===== src/rtl/opp_packet_rx_if.sv =====
// Byte stream from the link receive path into the opponent-state deframer.
// Latency: n/a; no backpressure (the sink accepts every valid beat).
interface opp_packet_rx_if;
    logic       in_valid;
    logic [7:0] in_data;
    logic       in_last;

    modport master (output in_valid, output in_data, output in_last);
    modport slave  (input  in_valid, input  in_data, input  in_last);
endinterface


===== src/rtl/opp_packet_rx.sv =====
// Deframes 7-byte opponent-state frames into registered position/heading/status, with link-stale flag.
// Latency: outputs and receive_axiiv one cycle after the B6 beat; no backpressure, every beat consumed.
module opp_packet_rx #(
    parameter logic [7:0] MAGIC        = 8'hA5,
    parameter int         GAP_TIMEOUT  = 64,
    parameter int         STALE_CYCLES = 4_000_000
) (
    input  logic               clk,
    input  logic               rst,
    opp_packet_rx_if.slave     rx,
    output logic [10:0]        r_opp_x,
    output logic [10:0]        r_opp_y,
    output logic [8:0]         r_opp_dir,
    output logic [2:0]         r_opp_game,
    output logic               r_opp_rst,
    output logic               receive_axiiv,
    output logic               opp_stale,
    output logic [7:0]         frames_ok,
    output logic [7:0]         frames_bad
);

    localparam int GAP_W   = $clog2(GAP_TIMEOUT + 1);
    localparam int STALE_W = $clog2(STALE_CYCLES + 1);

    typedef enum logic [1:0] {IDLE, BODY, DROP} state_t;

    state_t             state_q, state_d;
    logic [2:0]         idx_q, idx_d;
    logic [7:0]         chk_q, chk_d;
    logic [47:0]        hold_q, hold_d;
    logic [GAP_W-1:0]   gap_q, gap_d;
    logic [STALE_W-1:0] stale_q;
    logic               accept;
    logic               bad_inc;

    logic               beat;
    logic [7:0]         data;
    logic               gap_expired;

    // At the B6 beat the low 40 bits of the holding register are B1..B5.
    logic [10:0]        dec_x;
    logic [10:0]        dec_y;
    logic [8:0]         dec_dir;
    logic [2:0]         dec_game;
    logic               dec_rst;
    logic               unused_hold_bits;

    assign beat        = rx.in_valid;
    assign data        = rx.in_data;
    assign gap_expired = (gap_q == GAP_W'(GAP_TIMEOUT - 1));

    assign dec_x    = hold_q[39:29];
    assign dec_y    = hold_q[28:18];
    assign dec_dir  = hold_q[17:9];
    assign dec_game = hold_q[8:6];
    assign dec_rst  = hold_q[5];
    assign unused_hold_bits = ^{hold_q[47:40], hold_q[4:0]};

    always_comb begin
        state_d = state_q;
        idx_d   = idx_q;
        chk_d   = chk_q;
        hold_d  = hold_q;
        gap_d   = gap_q;
        accept  = 1'b0;
        bad_inc = 1'b0;

        case (state_q)
            IDLE: begin
                gap_d = '0;
                if (beat) begin
                    if (data == MAGIC && !rx.in_last) begin
                        state_d = BODY;
                        idx_d   = 3'd1;
                        chk_d   = MAGIC;
                    end else begin
                        bad_inc = 1'b1;
                        if (!rx.in_last) begin
                            state_d = DROP;
                        end
                    end
                end
            end

            BODY: begin
                if (beat) begin
                    gap_d  = '0;
                    hold_d = {hold_q[39:0], data};
                    chk_d  = chk_q ^ data;
                    idx_d  = idx_q + 3'd1;
                    if (idx_q == 3'd6) begin
                        idx_d = '0;
                        if (rx.in_last) begin
                            state_d = IDLE;
                            if (chk_q == data && dec_dir < 9'd360) begin
                                accept = 1'b1;
                            end else begin
                                bad_inc = 1'b1;
                            end
                        end else begin
                            state_d = DROP;
                            bad_inc = 1'b1;
                        end
                    end else if (rx.in_last) begin
                        state_d = IDLE;
                        idx_d   = '0;
                        bad_inc = 1'b1;
                    end
                end else if (gap_expired) begin
                    state_d = IDLE;
                    idx_d   = '0;
                    gap_d   = '0;
                    bad_inc = 1'b1;
                end else begin
                    gap_d = gap_q + 1'b1;
                end
            end

            DROP: begin
                if (beat) begin
                    gap_d = '0;
                    if (rx.in_last) begin
                        state_d = IDLE;
                    end
                end else if (gap_expired) begin
                    state_d = IDLE;
                    gap_d   = '0;
                end else begin
                    gap_d = gap_q + 1'b1;
                end
            end

            default: begin
                state_d = IDLE;
                idx_d   = '0;
                gap_d   = '0;
            end
        endcase
    end

    always_ff @(posedge clk or posedge rst) begin
        if (rst) begin
            state_q <= IDLE;
            idx_q   <= '0;
            chk_q   <= '0;
            hold_q  <= '0;
            gap_q   <= '0;
        end else begin
            state_q <= state_d;
            idx_q   <= idx_d;
            chk_q   <= chk_d;
            hold_q  <= hold_d;
            gap_q   <= gap_d;
        end
    end

    // Opponent state only ever changes on a fully validated frame.
    always_ff @(posedge clk or posedge rst) begin
        if (rst) begin
            r_opp_x       <= 11'd300;
            r_opp_y       <= 11'd100;
            r_opp_dir     <= 9'd90;
            r_opp_game    <= 3'd0;
            r_opp_rst     <= 1'b0;
            receive_axiiv <= 1'b0;
        end else begin
            receive_axiiv <= accept;
            if (accept) begin
                r_opp_x    <= dec_x;
                r_opp_y    <= dec_y;
                r_opp_dir  <= dec_dir;
                r_opp_game <= dec_game;
                r_opp_rst  <= dec_rst;
            end
        end
    end

    always_ff @(posedge clk or posedge rst) begin
        if (rst) begin
            frames_ok  <= '0;
            frames_bad <= '0;
        end else begin
            if (accept && frames_ok != 8'hFF) begin
                frames_ok <= frames_ok + 8'd1;
            end
            if (bad_inc && frames_bad != 8'hFF) begin
                frames_bad <= frames_bad + 8'd1;
            end
        end
    end

    // Accept wins over saturation, so a frame arriving on the boundary keeps opp_stale low.
    always_ff @(posedge clk or posedge rst) begin
        if (rst) begin
            stale_q <= '0;
        end else if (accept) begin
            stale_q <= '0;
        end else if (stale_q != STALE_W'(STALE_CYCLES)) begin
            stale_q <= stale_q + 1'b1;
        end
    end

    assign opp_stale = (stale_q == STALE_W'(STALE_CYCLES));

endmodule


===== src/flat_wrapper.sv =====
// flat-port wrapper written by rule: the top's interface ports become plain ports
module opp_packet_rx_flat 
#(
    parameter logic [7:0] MAGIC        = 8'hA5,
    parameter int         GAP_TIMEOUT  = 64,
    parameter int         STALE_CYCLES = 4_000_000
)
  (clk, rst, r_opp_x, r_opp_y, r_opp_dir, r_opp_game, r_opp_rst, receive_axiiv, opp_stale, frames_ok, frames_bad, rx_in_valid, rx_in_data, rx_in_last);
  opp_packet_rx_if rx_i ();
  input  logic clk;
  input  logic rst;
  output logic [10:0] r_opp_x;
  output logic [10:0] r_opp_y;
  output logic [8:0] r_opp_dir;
  output logic [2:0] r_opp_game;
  output logic r_opp_rst;
  output logic receive_axiiv;
  output logic opp_stale;
  output logic [7:0] frames_ok;
  output logic [7:0] frames_bad;
  input wire logic [$bits(rx_i.in_valid)-1:0] rx_in_valid;
  input wire logic [$bits(rx_i.in_data)-1:0] rx_in_data;
  input wire logic [$bits(rx_i.in_last)-1:0] rx_in_last;
  assign rx_i.in_valid = rx_in_valid;
  assign rx_i.in_data = rx_in_data;
  assign rx_i.in_last = rx_in_last;
  opp_packet_rx #(.MAGIC(MAGIC), .GAP_TIMEOUT(GAP_TIMEOUT), .STALE_CYCLES(STALE_CYCLES)) u_core (.clk(clk), .rst(rst), .rx(rx_i), .r_opp_x(r_opp_x), .r_opp_y(r_opp_y), .r_opp_dir(r_opp_dir), .r_opp_game(r_opp_game), .r_opp_rst(r_opp_rst), .receive_axiiv(receive_axiiv), .opp_stale(opp_stale), .frames_ok(frames_ok), .frames_bad(frames_bad));
endmodule

===== config.mk =====
export PLATFORM = sky130hd
export DESIGN_NAME = opp_packet_rx_flat
export DESIGN_NICKNAME = d
export VERILOG_FILES = /design/src/rtl/opp_packet_rx_if.sv /design/src/rtl/opp_packet_rx.sv /design/src/flat_wrapper.sv
export SDC_FILE = /design/constraint.sdc
export NUM_CORES = 1
export LEC_CHECK = 0
export ABC_AREA = 0
export CORE_UTILIZATION = 55
export DETAILED_ROUTE_END_ITERATION = 10
export GPL_TIMING_DRIVEN = 1
export PLACE_DENSITY = 0.78
export REMOVE_ABC_BUFFERS = 1
export SLEW_MARGIN = 5
export SYNTH_ARGS = -nofsm -noshare
export SYNTH_HDL_FRONTEND = slang
export SYNTH_SLANG_ARGS = --single-unit
export TNS_END_PERCENT = 5

===== constraint.sdc =====
create_clock -name clk -period 5.25 [get_ports clk]
set_input_delay 1.3125 -clock clk [delete_from_list [all_inputs] [get_ports clk]]
set_output_delay 1.3125 -clock clk [all_outputs]
set_load 0.005 [all_outputs]

# After elaboration in Yosys (flattened, before gate mapping)
# Cells that the tools add are included.
dict set report totals {
  elab_cells 90
  in_bits 12
  register_bits 134
  out_inout_bits 53
}
dict set report classes {
  bitwise_logic 2
  add_sub_neg 5
  mux 40
  order_cmp 1
  reduce_logical 13
  n_eq_ne 15
}
# op n
set ops {}
lappend ops {{$mux W22} 2}
lappend ops {{$mux W8} 3}
lappend ops {{$add A22 B1 Y22 const B} 1}
lappend ops {{$eq A22 B22 Y1 const B} 1}
lappend ops {{$ne A22 B22 Y1 const B} 1}
lappend ops {{$mux W7} 3}
lappend ops {{$mux W2} 9}
lappend ops {{$mux W3} 6}
lappend ops {{$add A8 B1 Y8 const B} 2}
lappend ops {{$ne A8 B8 Y1 const B} 2}
lappend ops {{$pmux W8 S2} 1}
lappend ops {{$mux W1} 13}
lappend ops {{$lt A9 B9 Y1 const B} 1}
lappend ops {{$pmux W3 S3} 1}
lappend ops {{$eq A8 B8 Y1} 1}
lappend ops {{$eq A8 B8 Y1 const B} 1}
lappend ops {{$reduce_and A4 Y1} 2}
lappend ops {{$xor A8 B8 Y8} 1}
lappend ops {{$add A7 B1 Y7 const B} 1}
lappend ops {{$eq A7 B6 Y1 const B} 1}
lappend ops {{$ne A3 B2 Y1 const B} 2}
lappend ops {{$pmux W2 S3} 1}
lappend ops {{$logic_and A1 B1 Y1} 4}
lappend ops {{$ne A2 B2 Y1 const B} 2}
lappend ops {{other kinds (12)} 14}

# Depth between registers and ports, before layout
dict set report depth {
  word_depth 8
  ltp_mapped 9
}

# Least setup slack after synthesis
# No wires, ideal clock.
dict set report synth_timing {
  path_kind {in2reg}
  from {in rx_in_data[0]}
  to {reg u_core.r_opp_dir[8]}
  setup_slack_ps 2368
  setup_time_ps 127
  arrival_time_ps 2755
  path_stages 7
  path_cell_list {xor2_1 nor4_4 nand4_4 nor2_4 buf_6 buf_8 mux2_1}
}
dict set report synth_between {
  elab_chain_cells 7
}
# item line_no
set synth_lines {}
lappend synth_lines {{start: declaration} flat_wrapper.sv:22} ;# input wire logic [$bits(rx_i.in_data)-1:0] rx_in_data;
lappend synth_lines {{$eq A8 B8 Y1} opp_packet_rx.sv:95} ;# if (chk_q == data && dec_dir < 9'd360) begin
lappend synth_lines {{$logic_and A1 B1 Y1} opp_packet_rx.sv:95}
lappend synth_lines {{$mux W1} opp_packet_rx.sv:95}
lappend synth_lines {{$mux W1} opp_packet_rx.sv:93} ;# if (rx.in_last) begin
lappend synth_lines {{$mux W1} opp_packet_rx.sv:91} ;# if (idx_q == 3'd6) begin
lappend synth_lines {{$mux W1} opp_packet_rx.sv:86} ;# if (beat) begin
lappend synth_lines {{$mux W1} opp_packet_rx.sv:68} ;# case (state_q)
lappend synth_lines {{end signal: assignment} opp_packet_rx.sv:171} ;# r_opp_dir <= dec_dir;
lappend synth_lines {{end: declaration} opp_packet_rx.sv:13} ;# output logic [8:0] r_opp_dir,
# Every way passes these cells.
# A chain may end at the register's enable or synchronous reset.

# Worst setup path in the final report
dict set report layout_timing {
  from {reg u_core.stale_q[0]}
  to {out opp_stale}
}
dict set report layout_between {
  elab_chain_cells 1
}
# item line_no
set layout_lines {}
lappend layout_lines {{start: declaration} opp_packet_rx.sv:32} ;# logic [STALE_W-1:0] stale_q;
lappend layout_lines {{start signal: assignment} opp_packet_rx.sv:199} ;# stale_q <= stale_q + 1'b1;
lappend layout_lines {{$eq A22 B22 Y1} opp_packet_rx.sv:203} ;# assign opp_stale = (stale_q == STALE_W'(STALE_CYCLES));
lappend layout_lines {{end: declaration} flat_wrapper.sv:18} ;# output logic opp_stale;
# Every way passes these cells.

==> impl_metrics.csv <==
group,metric,value,unit
global_route,grt_max_degree,58,
critical_path,endpoint_kind,"output port",
timing,rsz0062_at_grt,"false",
timing,finalCritPeriodShare,73.7,%
timing,worstMarginPinSlew,0.686,ns
power,powerDensity,339,mW/mm^2
cts,cts_tree,"built",
cts,cts_buffer_depth,2,
cells_and_area,syn2layout_area_growth,21.7,%
routing,vias,3942,
critical_path,timing.rr.start,"u_core.state_q[1]$_DFFE_PP0P_",
critical_path,worstPathMaxFanout,4,
cells_and_area,drive_above_1_share,22.8,%
global_route,gr-total-overflow,0,
floorplan,die_w,108,microns
cells_and_area,most-common-layout-cells,"dfrtp_1, mux2_2, clkdlybuf4s50_1",
timing,fin_crit,3.87,ns
cells_and_area,final_common_cell,"dfrtp_1",
synth,synth_cell_types,61,
cts,clk_pin_slew,0.05,ns
floorplan,std_cell_rows,38,
hold_path,worstHoldPathCells,1,
critical_path,r2r_setup_slack,2.48,ns
timing,setup_tns,0,ns
placed_design,port_buffers,64,
cts,cts_resized,0,
cells_and_area,nets,584,
timing,max_slew_margin,54.3,%
synth,yosysTopAreaCellShare,50.3,%
outcome,status,"finished clean",
routing,drc,0,
synth,synth_area_leaders,"dfrtp_1, mux2_2, dfstp_2",
synth,synth_edf_count,0,
synth,syn-cell-area,0.00612,sq mm
critical_path,reg2regPathDepth,6,
synth,seq_area_frac_synth,55.0,%
timing,skew,0.00695,ns
placed_design,pre_cts_slack,1.32,ns
synth,syn_inst,489,
synth,ys_ff_latch,134,
routing,ant_nets,0,
routing,first_iter_violations,149,
synth,yosys_warnings,0,
cts,htree_levels,4,
floorplan,core_area,0.0108,sq mm
floorplan,start_util,56.5,%
cts,hold_buffers,0,
routing,viasPerCell,5.52,
floorplan,die_h,108,microns
power,ir_drop,0.000298,V
routing,first_pass_iters,4,
flow_run,cap_violations,0,
placed_design,place_hpwl,7410,microns
hold_path,hold_start,"u_core.gap_q[0]$_DFF_PP0_",
critical_path,cp.arrival,2.56,ns
timing,setup_violations,0,
synth,synth-main-ff-cell,"dfrtp_1",
global_route,antenna_found_initial,0,
critical_path,worst_setup_path_start_kind,"flop",
routing,wl_per_cell,15.4,microns
critical_path,timing.rr.end,"u_core.r_opp_x[1]$_DFFE_PP0P_",
hold_path,hold_path_class,"reg -> reg",
cells_and_area,antenna_cells,0,
cts,cts_sinks,134,
global_route,grt_pass1_wl,19400,microns
critical_path,cp_data_required_time,3.94,ns
floorplan,dieArea,0.0116,sq mm
timing,hold_viol,0,
timing,finalWorstSetupSlack,1.38,ns
hold_path,worstHoldEndpoint,"u_core.gap_q[0]$_DFF_PP0_",
floorplan,ios,65,
timing,max_clock_freq,258,MHz
critical_path,path_class,"reg -> out",
cts,numCtsBuffers,17,
synth,yosys.area.top_type,"dfrtp_1",
synth,synthArstFlopShare,100,%
cts,post-cts-setup-buffers,0,
placed_design,place.gp.congestion,0.803,
cts,clk_latency,0.53,ns
global_route,grt_util_all_layers,21.8,%
routing,routed_wl,11000,microns
critical_path,crit_start,"u_core.stale_q[0]$_DFFE_PP0P_",
global_route,grt_pass1_vias,4094,
synth,postSynthAreaPerCell,12.5,sq um
power,p_leak,3.43,nW
timing,slew_viol_final,0,
cts,cts_root_buffer,"clkbuf_8",
-- worst max-delay path by stage --
stage / to / slack, ns / cells past startpoint
after floorplan: u_core.chk_q[0]$_DFFE_PP0P_ / 0.37 / 1
after global placement: u_core.r_opp_y[1]$_DFFE_PP0P_ / 1.39 / 7
after detailed placement: u_core.r_opp_dir[2]$_DFFE_PP0P_ / 1.32 / 5
after CTS: opp_stale / 1.30 / 6
after global routing: opp_stale / 1.16 / 6
final: opp_stale / 1.38 / 6
-- routing by layer --
layer,vias up,track usage [%],part of all wire (%)
met4,0,7.14,1.3
met1,1964,27.5,45
met5,-,0,0
met3,16,6.42,3.9
li1,1889,-,-
met2,73,36.0,50
-- critical path: stages, from the launching register on --
cell	delay, ns
dfrtp_1	0.40
inv_1	0.10
ha_1	0.14
nor4bb_1	0.25
nand4b_1	0.18
nor4_2	0.37
clkdlybuf4s50_1	0.59
-- sequential cells by signal (all words and copies together) (netlist names), 7 cells and up --
signal and flops:
u_core.r_opp_y 11, u_core.r_opp_dir 9, u_core.frames_ok 8, u_core.stale_q 22, u_core.frames_bad 8, u_core.hold_q 40
u_core.r_opp_x 11, u_core.gap_q 7, u_core.chk_q 8
-- cell families (layout without fill, tap and decap cells) --
group / after synthesis / after routing / share of synthesized area (%)
buf+inv: 29 / 114 / 2.49
xor+xnor: 45 / 45 / 6.44
mux: 85 / 85 / 15.5
fa+ha+maj: 11 / 11 / 2.25
simple gates: 142 / 142 / 12.9
compound gates: 43 / 43 / 5.48
flops: 134 / 134 / 55.0
-- where the power goes --
group	switching, mW	leakage, nW	internal (mW)	total, mW
Combinational	0.130	1.35	0.124	0.254
Clock	0.411	0.288	0.743	1.15
Sequential	0.0473	1.80	1.07	1.12
Total	0.588	3.43	1.94	2.53
-- synthesized netlist by cell type, types with 4 or more instances --
cell	instances
o21ai_0	12
nand4_1	9
xor2_1	21
inv_1	14
nand2_1	11
buf_1	4
nand3_1	22
and3_1	5
nor2_1	48
nor3_1	7
nor4_1	6
xnor2_1	24
mux2_1	6
mux2_2	74
ha_1	11
a21oi_1	7
dfstp_2	11
nand2b_1	8
mux2i_1	5
dfrtp_1	123
-- final cells by class --
type	count	area, sq um
Sequential cell	134	3370
Tap cell	140	175
Clock buffer	22	453
Inverter	14	55.1
Clock inverter	10	128
Fill cell	789	3380
Timing Repair Buffer	68	671
Multi-Input combinational cell	326	2610
-- metrics by stage --
step | cell area (sq um) | power [mW] | utilization (%) | instances | hold slack [ns]
floorplan | 6020 | 1.29 | - | 474 | 0.425
global placement | 6880 | 1.38 | 63.4 | 682 | 0.443
detailed placement | 6880 | 1.39 | 63.4 | 682 | 0.447
CTS | 7460 | 2.55 | 68.8 | 714 | 0.454
global route | 7460 | 2.63 | 68.8 | 714 | 0.472
finish | 7460 | 2.53 | 68.8 | 714 | 0.449
No activity file was read; power rests on OpenSTA's default activity.
